`src/rtl/id_ex_stage_pkg.sv`:
```
// -----------------------------------------------------------------------------
// id_ex_stage_pkg
// Shared definitions for the ID/EX pipeline register:
//   - XLEN_DEFAULT : default datapath width
//   - ALUOP_*      : ALUOp encodings carried in the control bundle
//   - ctrl_t       : decoded control bundle (MSB..LSB field order below)
//   - BUBBLE       : control value of an inserted no-op
//   - halt_state_e : halt FSM states
//   - is_ebreak()  : true for a valid instruction that requests a halt
// -----------------------------------------------------------------------------
package id_ex_stage_pkg;

   localparam int XLEN_DEFAULT = 32;

   localparam logic [1:0] ALUOP_ADD    = 2'b00;
   localparam logic [1:0] ALUOP_BRANCH = 2'b01;
   localparam logic [1:0] ALUOP_RTYPE  = 2'b10;
   localparam logic [1:0] ALUOP_ITYPE  = 2'b11;

   // 14-bit bundle; field order fixes the packed bit layout
   typedef struct packed {
      logic       branch;      // [13]
      logic       MemtoReg;    // [12]
      logic       MemRead;     // [11]
      logic       MemWrite;    // [10]
      logic       ALUSrc;      // [9]
      logic       RegWrite;    // [8]
      logic       jalr;        // [7]
      logic       auipc;       // [6]
      logic       jal;         // [5]
      logic       lui;         // [4]
      logic       isnot_halt;  // [3]
      logic [1:0] ALUOp;       // [2:1]
      logic       valid;       // [0]
   } ctrl_t;

   // A bubble must not look like a halt request, hence isnot_halt=1
   localparam ctrl_t BUBBLE = '{
      branch:     1'b0,
      MemtoReg:   1'b0,
      MemRead:    1'b0,
      MemWrite:   1'b0,
      ALUSrc:     1'b0,
      RegWrite:   1'b0,
      jalr:       1'b0,
      auipc:      1'b0,
      jal:        1'b0,
      lui:        1'b0,
      isnot_halt: 1'b1,
      ALUOp:      ALUOP_ADD,
      valid:      1'b0
   };

   typedef enum logic {
      RUN    = 1'b0,
      HALTED = 1'b1
   } halt_state_e;

   function automatic logic is_ebreak(input ctrl_t c);
      return c.valid & ~c.isnot_halt;
   endfunction

endpackage

```
`src/rtl/id_ex_stage_hazard_detect.sv`:
```
// -----------------------------------------------------------------------------
// hazard_detect
// Combinational load-use hazard compare between the instruction held in EX
// and the instruction currently in decode.
//   ex_mem_read_i : EX instruction is a load
//   ex_valid_i    : EX slot holds a real instruction (not a bubble)
//   ex_rd_i       : EX destination register
//   id_rs1_i/rs2_i: decode source registers
//   hazard_o      : decode instruction must wait one cycle
// -----------------------------------------------------------------------------
module hazard_detect (
   input  logic       ex_mem_read_i,
   input  logic       ex_valid_i,
   input  logic [4:0] ex_rd_i,
   input  logic [4:0] id_rs1_i,
   input  logic [4:0] id_rs2_i,
   output logic       hazard_o
);

   // x0 is hard-wired zero, so a load into it never produces a dependency
   assign hazard_o = ex_mem_read_i & ex_valid_i & (ex_rd_i != 5'd0) &
                     ((ex_rd_i == id_rs1_i) | (ex_rd_i == id_rs2_i));

endmodule

```
`src/rtl/id_ex_stage.sv`:
```
// -----------------------------------------------------------------------------
// id_ex_stage
// ID/EX pipeline register with load-use stall, flush and sticky EBREAK halt.
//   clk, rst            : clock, asynchronous active-high reset
//   id_ctrl             : decoded control bundle from decode
//   id_pc..id_imm       : decode PC, register reads, immediate (XLEN)
//   id_rs1/rs2/rd       : register specifiers; id_funct3, id_inst30
//   ex_flush            : redirect resolved in EX, kills decode instruction
//   ex_*                : registered copies of the id_* inputs
//   stall_o             : hold PC and IF/ID this cycle
//   halted_o            : EBREAK has entered EX (sticky until reset)
// Edge priority: halted > ex_flush > hazard > normal capture.
// -----------------------------------------------------------------------------
module id_ex_stage
   import id_ex_stage_pkg::*;
#(
   parameter int XLEN = XLEN_DEFAULT
) (
   input  logic            clk,
   input  logic            rst,
   input  ctrl_t           id_ctrl,
   input  logic [XLEN-1:0] id_pc,
   input  logic [XLEN-1:0] id_rs1_data,
   input  logic [XLEN-1:0] id_rs2_data,
   input  logic [XLEN-1:0] id_imm,
   input  logic [4:0]      id_rs1,
   input  logic [4:0]      id_rs2,
   input  logic [4:0]      id_rd,
   input  logic [2:0]      id_funct3,
   input  logic            id_inst30,
   input  logic            ex_flush,
   output ctrl_t           ex_ctrl,
   output logic [XLEN-1:0] ex_pc,
   output logic [XLEN-1:0] ex_rs1_data,
   output logic [XLEN-1:0] ex_rs2_data,
   output logic [XLEN-1:0] ex_imm,
   output logic [4:0]      ex_rs1,
   output logic [4:0]      ex_rs2,
   output logic [4:0]      ex_rd,
   output logic [2:0]      ex_funct3,
   output logic            ex_inst30,
   output logic            stall_o,
   output logic            halted_o
);

   halt_state_e     state_q, state_d;
   ctrl_t           ctrl_q, ctrl_d;
   logic [XLEN-1:0] pc_q, rs1_data_q, rs2_data_q, imm_q;
   logic [4:0]      rs1_q, rs2_q, rd_q;
   logic [2:0]      funct3_q;
   logic            inst30_q;
   logic            hazard;
   logic            capture;

   hazard_detect u_hazard_detect (
      .ex_mem_read_i (ctrl_q.MemRead),
      .ex_valid_i    (ctrl_q.valid),
      .ex_rd_i       (rd_q),
      .id_rs1_i      (id_rs1),
      .id_rs2_i      (id_rs2),
      .hazard_o      (hazard)
   );

   // State and pipeline registers
   always_ff @(posedge clk or posedge rst) begin
      if (rst) begin
         state_q    <= RUN;
         ctrl_q     <= BUBBLE;
         pc_q       <= '0;
         rs1_data_q <= '0;
         rs2_data_q <= '0;
         imm_q      <= '0;
         rs1_q      <= '0;
         rs2_q      <= '0;
         rd_q       <= '0;
         funct3_q   <= '0;
         inst30_q   <= 1'b0;
      end else begin
         state_q <= state_d;
         ctrl_q  <= ctrl_d;
         // Data registers only move on a real capture; otherwise they hold
         if (capture) begin
            pc_q       <= id_pc;
            rs1_data_q <= id_rs1_data;
            rs2_data_q <= id_rs2_data;
            imm_q      <= id_imm;
            rs1_q      <= id_rs1;
            rs2_q      <= id_rs2;
            rd_q       <= id_rd;
            funct3_q   <= id_funct3;
            inst30_q   <= id_inst30;
         end
      end
   end

   // Next-state: only an EBREAK that is actually captured enters HALTED
   always_comb begin
      state_d = state_q;
      if (state_q == RUN && !ex_flush && !hazard && is_ebreak(id_ctrl)) begin
         state_d = HALTED;
      end
   end

   // Outputs and EX control selection
   always_comb begin
      stall_o  = 1'b0;
      halted_o = 1'b0;
      capture  = 1'b0;
      ctrl_d   = BUBBLE;
      unique case (state_q)
         RUN: begin
            if (ex_flush) begin
               ctrl_d = BUBBLE;
            end else if (hazard) begin
               ctrl_d  = BUBBLE;
               stall_o = 1'b1;
            end else begin
               capture = 1'b1;
               ctrl_d  = id_ctrl;
               // The halting instruction lingers one cycle in EX; keep it
               // from touching architectural state
               if (is_ebreak(id_ctrl)) begin
                  ctrl_d.RegWrite = 1'b0;
                  ctrl_d.MemWrite = 1'b0;
               end
            end
         end
         HALTED: begin
            ctrl_d   = BUBBLE;
            stall_o  = 1'b1;
            halted_o = 1'b1;
         end
         default: begin
            ctrl_d = BUBBLE;
         end
      endcase
   end

   assign ex_ctrl     = ctrl_q;
   assign ex_pc       = pc_q;
   assign ex_rs1_data = rs1_data_q;
   assign ex_rs2_data = rs2_data_q;
   assign ex_imm      = imm_q;
   assign ex_rs1      = rs1_q;
   assign ex_rs2      = rs2_q;
   assign ex_rd       = rd_q;
   assign ex_funct3   = funct3_q;
   assign ex_inst30   = inst30_q;

endmodule

```
`config.mk`:
```
export PLATFORM = sky130hd
export DESIGN_NAME = id_ex_stage
export DESIGN_NICKNAME = d
export VERILOG_FILES = /design/src/rtl/id_ex_stage_pkg.sv /design/src/rtl/id_ex_stage_hazard_detect.sv /design/src/rtl/id_ex_stage.sv
export SDC_FILE = /design/constraint.sdc
export NUM_CORES = 1
export LEC_CHECK = 0
export ABC_AREA = 1
export CAP_MARGIN = 10
export CORE_ASPECT_RATIO = 0.5
export CORE_MARGIN = 2
export CORE_UTILIZATION = 40
export DETAILED_ROUTE_END_ITERATION = 16
export HOLD_SLACK_MARGIN = 0.1
export MAX_ROUTING_LAYER = met4
export PLACE_DENSITY_LB_ADDON = 0.05
export SLEW_MARGIN = 20
export SYNTH_ARGS = -nofsm -noshare
export SYNTH_HDL_FRONTEND = slang
export SYNTH_HIERARCHICAL = 1
export SYNTH_SLANG_ARGS = --single-unit
```
`constraint.sdc`:
```
create_clock -name clk -period 6.07 [get_ports clk]
set_input_delay 1.214 -clock clk [delete_from_list [all_inputs] [get_ports clk]]
set_output_delay 1.214 -clock clk [all_outputs]
set_load 0.02 [all_outputs]
```
==> summary.md, run 1 <==
| Metric | Value |
|---|---|
| Worst R2R Setup Slack | 2940 ps |
| Fin nets | 1201 |
| Die area | 0.0173 mm² |
| Die W | 184 µm |
| CTS tree | yes |
| Worst Hold Class | flop to flop |
| IO Pins | 327 |
| Vias in the first global route | 5912 |
| Vias post-DR | 5998 |
| Maximum vdd drop | 194 µV |
| Max Fclk | 224 MHz |
| Final worst slack | 1600 ps |
| Final Hold Vio Count | 0 |
| Num rows | 32 |
| Root Buffer | clkbuf_16 |
| Largest net degree at the start of global routing | 119 |
| Final number of setup-violating endpoints | 0 |
| Required @ worst endpoint | 4860 ps |
| Final worst path period share | 73.6% |
| H-tree Lvls | 4 |
| Hold endpoint | ex_pc[23] |
| Filler cells | 1296 |
| Status | finished clean |
| Minimum clock period | 4470 ps |
| Global route total overflow | 0 |
| Maximum fanout along the worst path | 3 |
| CP startpoint | id_rs2[1] |
| Slew HR | 34.2% |
| Vias per Instance | 4.79 |
| Initial antenna violation count | 0 |
| Crit path DAT | 3250 ps |
| Die Ht | 94.1 µm |
| Warnings, synthesis | 6 |
| Worst R2R Path Depth | 11 |
| Syn Inst Count | 735 |
| Reg-to-Reg Start | ex_rd[3] |
| Clock Skews | 11.7 ps |
| Routability congestion estimate | 0.739 |
| Hpwl dp | 13500 µm |
| Postcts setup bufs | 0 |
| Starting density of the core | 41.6% |
| Initial DRC Count | 386 |
| Clk buf depth | 2 |
| Mean Syn Cell Area | 8.83 µm² |
| RSZ-0062 raised after global routing | no |
| Crit end category | output pin |
| First-pass DRT Iterations | 5 |
| Post-synthesis cell area | 0.00649 mm² |
| Area of the multi-input gates | 0.00210 mm² |
| Antenna viol nets, final | 0 |
| DRC | 0 |
| Post-Syn Nets | 899 |
| Synth unique cells | 19 |
| Maxcap violations | 0 |
| Register area | 0.00406 mm² |
| LEAKAGE | 0.00517 µW |
| Hold buffer count at cts | 0 |
| Clk Latency, worst-skew pair | 410 ps |
| Post-Place Worst Slack | 1580 ps |
| DRT Wirelength | 20100 µm |
| FF+latch count, synth | 162 |
| Final setup TNS | 0 ps |
| Crit path launch type | input pin |
| CTS Buf Count | 17 |
| Ant. Diodes | 0 |
| Final Max Tran Viols | 0 |
| Power Density | 256 mW/mm² |
| Sequential share of the synthesized area | 62.5% |
| Core region area | 0.0156 mm² |
| Hold depth | 2 |
| Area Overhead vs Synth | 61.1% |
| Layout cells sized above 1 | 4.29% |
| CP Class | input pin to output pin |
| Worst slew pin tran | 987 ps |
| Total GRT Usage | 24.0% |
| Post-CTS Resized | 0 |
| Port Buffers | 326 |
| Clock sink count | 162 |
| CTS clk-pin slew, worst paths | 60 ps |
| Reg2Reg Capture Point | ex_rs1_data[18] |
| Global-route wire length before repair | 31000 µm |
| Min-delay src | ex_pc[23] |
| Routed WL per cell | 16.0 µm |
layout by cell type, fill, tap and decap left out:
master and count:
clkdlybuf4s50_1 326, nand2_1 313, dfrtp_1 161, nand3_1 151, inv_1 22, nor2_1 21
clkbuf_16 17, clkbuf_1 4, bufinv_16 4, buf_4 4, clkinvlp_4 3, inv_2 3
o21ai_0 2, inv_6 2, clkbuf_8 2, buf_6 2, xnor2_1 2, nand2_2 2
nor2_4 1, inv_4 1, nand2_4 1, dfstp_2 1, xor2_1 1, nor2_2 1
nand4_1 1, a21oi_2 1
flip-flops by register name, indices dropped and copies added (netlist names):
name,flops
ex_imm,32
ex_pc,32
ex_rs1_data,32
ex_rs2_data,32
ex_ctrl,14
ex_rd,5
ex_rs1,5
ex_rs2,5
ex_funct3,3
ex_inst30,1
state_q,1
worst max-delay path by stage:
stage	endpoint	slack, ps	cells past startpoint
floorplan	ex_ctrl[0]	480	1
global placement	stall_o	1620	10
detailed placement	stall_o	1580	10
CTS	stall_o	1570	10
global route	stall_o	1440	10
finish	stall_o	1600	10
worst max-delay path, cell delays in order:
cell and delay (ps):
clkdlybuf4s50_1 500, inv_1 50, nand2_1 50, nand2_1 50
nor2_1 130, nand3_1 110, a21oi_2 250, inv_1 80
o21ai_0 170, clkdlybuf4s50_1 650
logic make-up after synthesis:
group	share of synthesized area, %
XOR/XNOR	0.405
buffers and inverters	5.22
flip-flops	62.5
AO/OA/AOI/OAI	0.289
AND/OR/NAND/NOR	31.6
layout make-up:
cell class / instances / share of cell area [%]
inverters: 27 / 1.04
repair buffers: 332 / 31.7
well taps: 204 / 2.44
multi-input cells: 497 / 20.1
clock buffers: 23 / 4.48
flip-flops and latches: 162 / 38.8
clock inverters: 8 / 1.45
Yosys cell counts:
cell        n  area share [%]
buf_4       2            0.23
nand4_1     1           0.096
nor2_4      1            0.17
nor2_2      1           0.096
xor2_1      1            0.13
clkbuf_1    8            0.46
nor2_1     21             1.2
nand2_1   313              18
buf_2      37             2.9
nand2_2     3            0.29
inv_1      23             1.3
a21oi_2     1            0.13
buf_1       2            0.12
dfstp_2     1            0.40
inv_2       4            0.23
o21ai_0     2            0.15
dfrtp_1   161              62
nand3_1   151              12
xnor2_1     2            0.27
layer usage:
layer | vias up | part of all wire (%) | global-route usage (%)
li1 | 2910 | - | -
met1 | 2848 | 40 | 27.9
met2 | 214 | 50 | 40.0
met3 | 26 | 7.7 | 7.75
met4 | 0 | 1.9 | 7.40
met5 | - | 0 | -
power breakdown:
part	internal, µW	total, µW	leakage (µW)	switching [µW]
sequential	1130	1160	0.00215	29.2
clock	711	1140	0.000290	427
combinational	201	380	0.00273	179
stage by stage:
step	std cells	hold slack (ps)	utilization [%]	area (µm²)	total power (µW)
global route	1253	486	67.0	10500	2790
floorplan	735	582	-	6490	1320
detailed placement	1222	458	63.0	9830	1560
finish	1253	467	67.0	10500	2680
CTS	1253	472	66.9	10500	2710
global placement	1222	452	62.9	9830	1560
No activity file was read; power rests on OpenSTA's default activity.
==> run 2: changes to the inputs <==
--- a/config.mk
+++ b/config.mk
@@ -9,7 +9,7 @@
 export CAP_MARGIN = 10
 export CORE_ASPECT_RATIO = 0.5
 export CORE_MARGIN = 2
-export CORE_UTILIZATION = 40
+export CORE_UTILIZATION = 36
 export DETAILED_ROUTE_END_ITERATION = 16
 export HOLD_SLACK_MARGIN = 0.1
 export MAX_ROUTING_LAYER = met4
==> constraint.sdc (replaced) <==
create_clock -name clk -period 4 [get_ports clk]
set_input_delay 0.8 -clock clk [delete_from_list [all_inputs] [get_ports clk]]
set_output_delay 0.8 -clock clk [all_outputs]
set_load 0.02 [all_outputs]
==> run 2 against run 1 <==
Combinational power rose by 53%. Clock skew fell by 3.2 ps. Routed wire length rose by 2.7%. Clock-buffer cell count fell by 3. Critical path type unchanged. Largest cell class unchanged. Highest routed layer unchanged.
==> summary.md, run 2 (same netlist as run 1, synthesis figures left out) <==
| Metric | Value |
|---|---|
| Status | finished clean (unchanged) |
| Hold buffer count at cts | 0 (unchanged) |
| Routability congestion estimate | 0.804 (was 0.739) |
| CP cell instances | clkdlybuf4s50_1 -> inv_1 -> nand2_1 -> nand2_2 -> nor2_2 -> nand3_1 -> a21oi_2 -> inv_1 -> o21ai_0 -> clkdlybuf4s50_1 (was clkdlybuf4s50_1 -> inv_1 -> nand2_1 -> nand2_1 -> nor2_1 -> nand3_1 -> a21oi_2 -> inv_1 -> o21ai_0 -> clkdlybuf4s50_1) |
| Core region area | 0.0175 mm² (was 0.0156 mm²) |
| Total GRT Usage | 22.3% (was 24.0%) |
| IO Pins | 327 (unchanged) |
| Clk Latency, worst-skew pair | 420 ps (was 410 ps) |
| Initial DRC Count | 304 (was 386) |
| Crit end category | output pin (unchanged) |
| CP Class | input pin to output pin (unchanged) |
| Maxcap violations | 0 (unchanged) |
| Die W | 194 µm (was 184 µm) |
| Final setup TNS | 0 ps (unchanged) |
| First-pass DRT Iterations | 4 (was 5) |
| Root Buffer | clkbuf_16 (unchanged) |
| Final number of setup-violating endpoints | 0 (unchanged) |
| Worst Hold Class | flop to flop (unchanged) |
| Commonest non-fill, non-tap cell in the layout | clkdlybuf4s50_1 (unchanged) |
| Die Ht | 99.0 µm (was 94.1 µm) |
| Crit path DAT | 2830 ps (was 3250 ps) |
| H-tree Lvls | 4 (unchanged) |
| RSZ-0062 raised after global routing | no (unchanged) |
| Delay-heaviest family, CP | buffers and inverters (unchanged) |
| Clk buf depth | 2 (unchanged) |
| Area Overhead vs Synth | 63.9% (was 61.1%) |
| Layout cells sized above 1 | 4.67% (was 4.29%) |
| Vias in the first global route | 6180 (was 5912) |
| Minimum clock period | 3630 ps |
| Max Fclk | 275 MHz |
| CTS tree | yes (unchanged) |
| Final worst path period share | 90.8% |
| Slew HR | 53.0% (was 34.2%) |
| Crit-path slowest cell | clkdlybuf4s50_1 (unchanged) |
| Hpwl dp | 13700 µm (was 13500 µm) |
| Routed WL per cell | 16.0 µm (about the same) |
| Worst slew pin tran | 706 ps (was 987 ps) |
| Critical Path Stages | 10 (unchanged) |
| Maximum vdd drop | 307 µV (was 194 µV) |
| Num rows | 34 (was 32) |
| LEAKAGE | 0.00524 µW (was 0.00517 µW) |
| DRT Wirelength | 20600 µm (was 20100 µm) |
| Largest net degree at the start of global routing | 149 (was 119) |
| Postcts setup bufs | 0 (unchanged) |
| Ant. Diodes | 0 (unchanged) |
| Vias post-DR | 6034 (was 5998) |
| Antenna viol nets, final | 0 (unchanged) |
| Most frequent cells in the layout | clkdlybuf4s50_1 (326), nand2_1 (313), dfrtp_1 (161), nand3_1 (151), inv_1 (22) (unchanged) |
| Critical path buffers and inverters | 4 (unchanged) |
| Worst R2R Path Depth | 11 (unchanged) |
| CTS clk-pin slew, worst paths | 70 ps (was 60 ps) |
| Initial antenna violation count | 0 (unchanged) |
| Global route total overflow | 0 (unchanged) |
| Port Buffers | 326 (unchanged) |
| Clock sink count | 162 (unchanged) |
| Slowest cell delay on critical path | 650 ps (about the same) |
| CTS Buf Count | 17 (unchanged) |
| Required @ worst endpoint | 3200 ps (was 4860 ps) |
| Vias per Instance | 4.70 (was 4.79) |
| Final Hold Vio Count | 0 (unchanged) |
| Worst hold slack | 468 ps (was 467 ps) |
| Fin nets | 1201 (unchanged) |
| Clock Skews | 8.55 ps (was 11.7 ps) |
| Hold depth | 2 (unchanged) |
| Starting density of the core | 37.0% (was 41.6%) |
| Post-CTS Resized | 0 (unchanged) |
| Global-route wire length before repair | 33000 µm (was 31000 µm) |
| Crit path launch type | input pin (unchanged) |
| DRC | 0 (unchanged) |
| Final Max Tran Viols | 0 (unchanged) |
| Filler cells | 1553 (was 1296) |
| Maximum fanout along the worst path | 3 (unchanged) |
| Power Density | 404 mW/mm² (was 256 mW/mm²) |
| Die area | 0.0192 mm² (was 0.0173 mm²) |
-- run 2: cell count changes in the layout (fill, tap and decap cells not counted), sizes merged --
| cell | delta |
|---|---|
| clkinv | +4 |
| inv | -2 |
| bufinv | +3 |
| clkbuf | -3 |
| clkinvlp | -1 |
-- run 2: final timing paths --
check                          start         endpoint  slack (ps)
max                        id_rs2[4]          stall_o         370
min                        ex_pc[10]        ex_pc[10]         470
max reg2reg                 ex_rd[1]  ex_rs1_data[10]        1810
min reg2reg                ex_pc[10]        ex_pc[10]         470
max in group asynchronous        rst         ex_pc[5]        2480
min in group asynchronous        rst         ex_pc[7]         760
-- run 2: area by class of cell --
type	instances	area, µm²	share of cell area (%)
Clock buffer	20	457	4.29
Clock inverter	12	253	2.38
Inverter	27	108	1.01
Multi-Input combinational cell	497	2100	19.8
Sequential cell	162	4060	38.1
Tap cell	234	293	2.75
Timing Repair Buffer	332	3370	31.7
-- run 2: routing by layer --
layer / GRT usage, % / vias up / wire length, µm
met4: 6.64 / 0 / 341
met5: - / - / 0
met1: 28.0 / 2879 / 8840
met2: 36.1 / 208 / 10200
li1: - / 2921 / -
met3: 5.68 / 26 / 1250
-- run 2: metrics by stage --
stage / std cells / setup WS, ps / util [%] / total power (µW) / area (µm²)
after floorplan: 735 / 1140 / - / 2000 / 6490
after global placement: 1252 / 372 / 56.6 / 2370 / 9930
after detailed placement: 1252 / 354 / 56.6 / 2380 / 9930
after CTS: 1284 / 344 / 60.7 / 4360 / 10600
after global routing: 1284 / 155 / 60.7 / 4470 / 10600
final: 1284 / 369 / 60.7 / 4300 / 10600
-- run 2: worst register-to-register path, stage by stage (launching register included) --
cell	delay, ps
dfrtp_1	480
inv_2	80
nand2_1	60
nand2_1	50
nor2_1	140
nand3_1	110
a21oi_2	240
nor2_4	70
nand2_4	70
buf_4	550
nand2_1	180
nand2_1	100
-- run 2: power breakdown --
group	total (µW)	internal [µW]	switching, µW	leakage, µW
Combinational	582	309	273	0.00274
Clock	1960	1270	685	0.000341
Sequential	1760	1720	44.7	0.00215
==> run 3: changes to the inputs <==
--- a/config.mk
+++ b/config.mk
@@ -10,6 +10,7 @@
 export CORE_ASPECT_RATIO = 0.5
 export CORE_MARGIN = 2
 export CORE_UTILIZATION = 36
+export CTS_CLUSTER_SIZE = 14
 export DETAILED_ROUTE_END_ITERATION = 16
 export HOLD_SLACK_MARGIN = 0.1
 export MAX_ROUTING_LAYER = met4
==> results of run 3 <==
The final DEF is identical to that of run 2; final timing and power are the same.
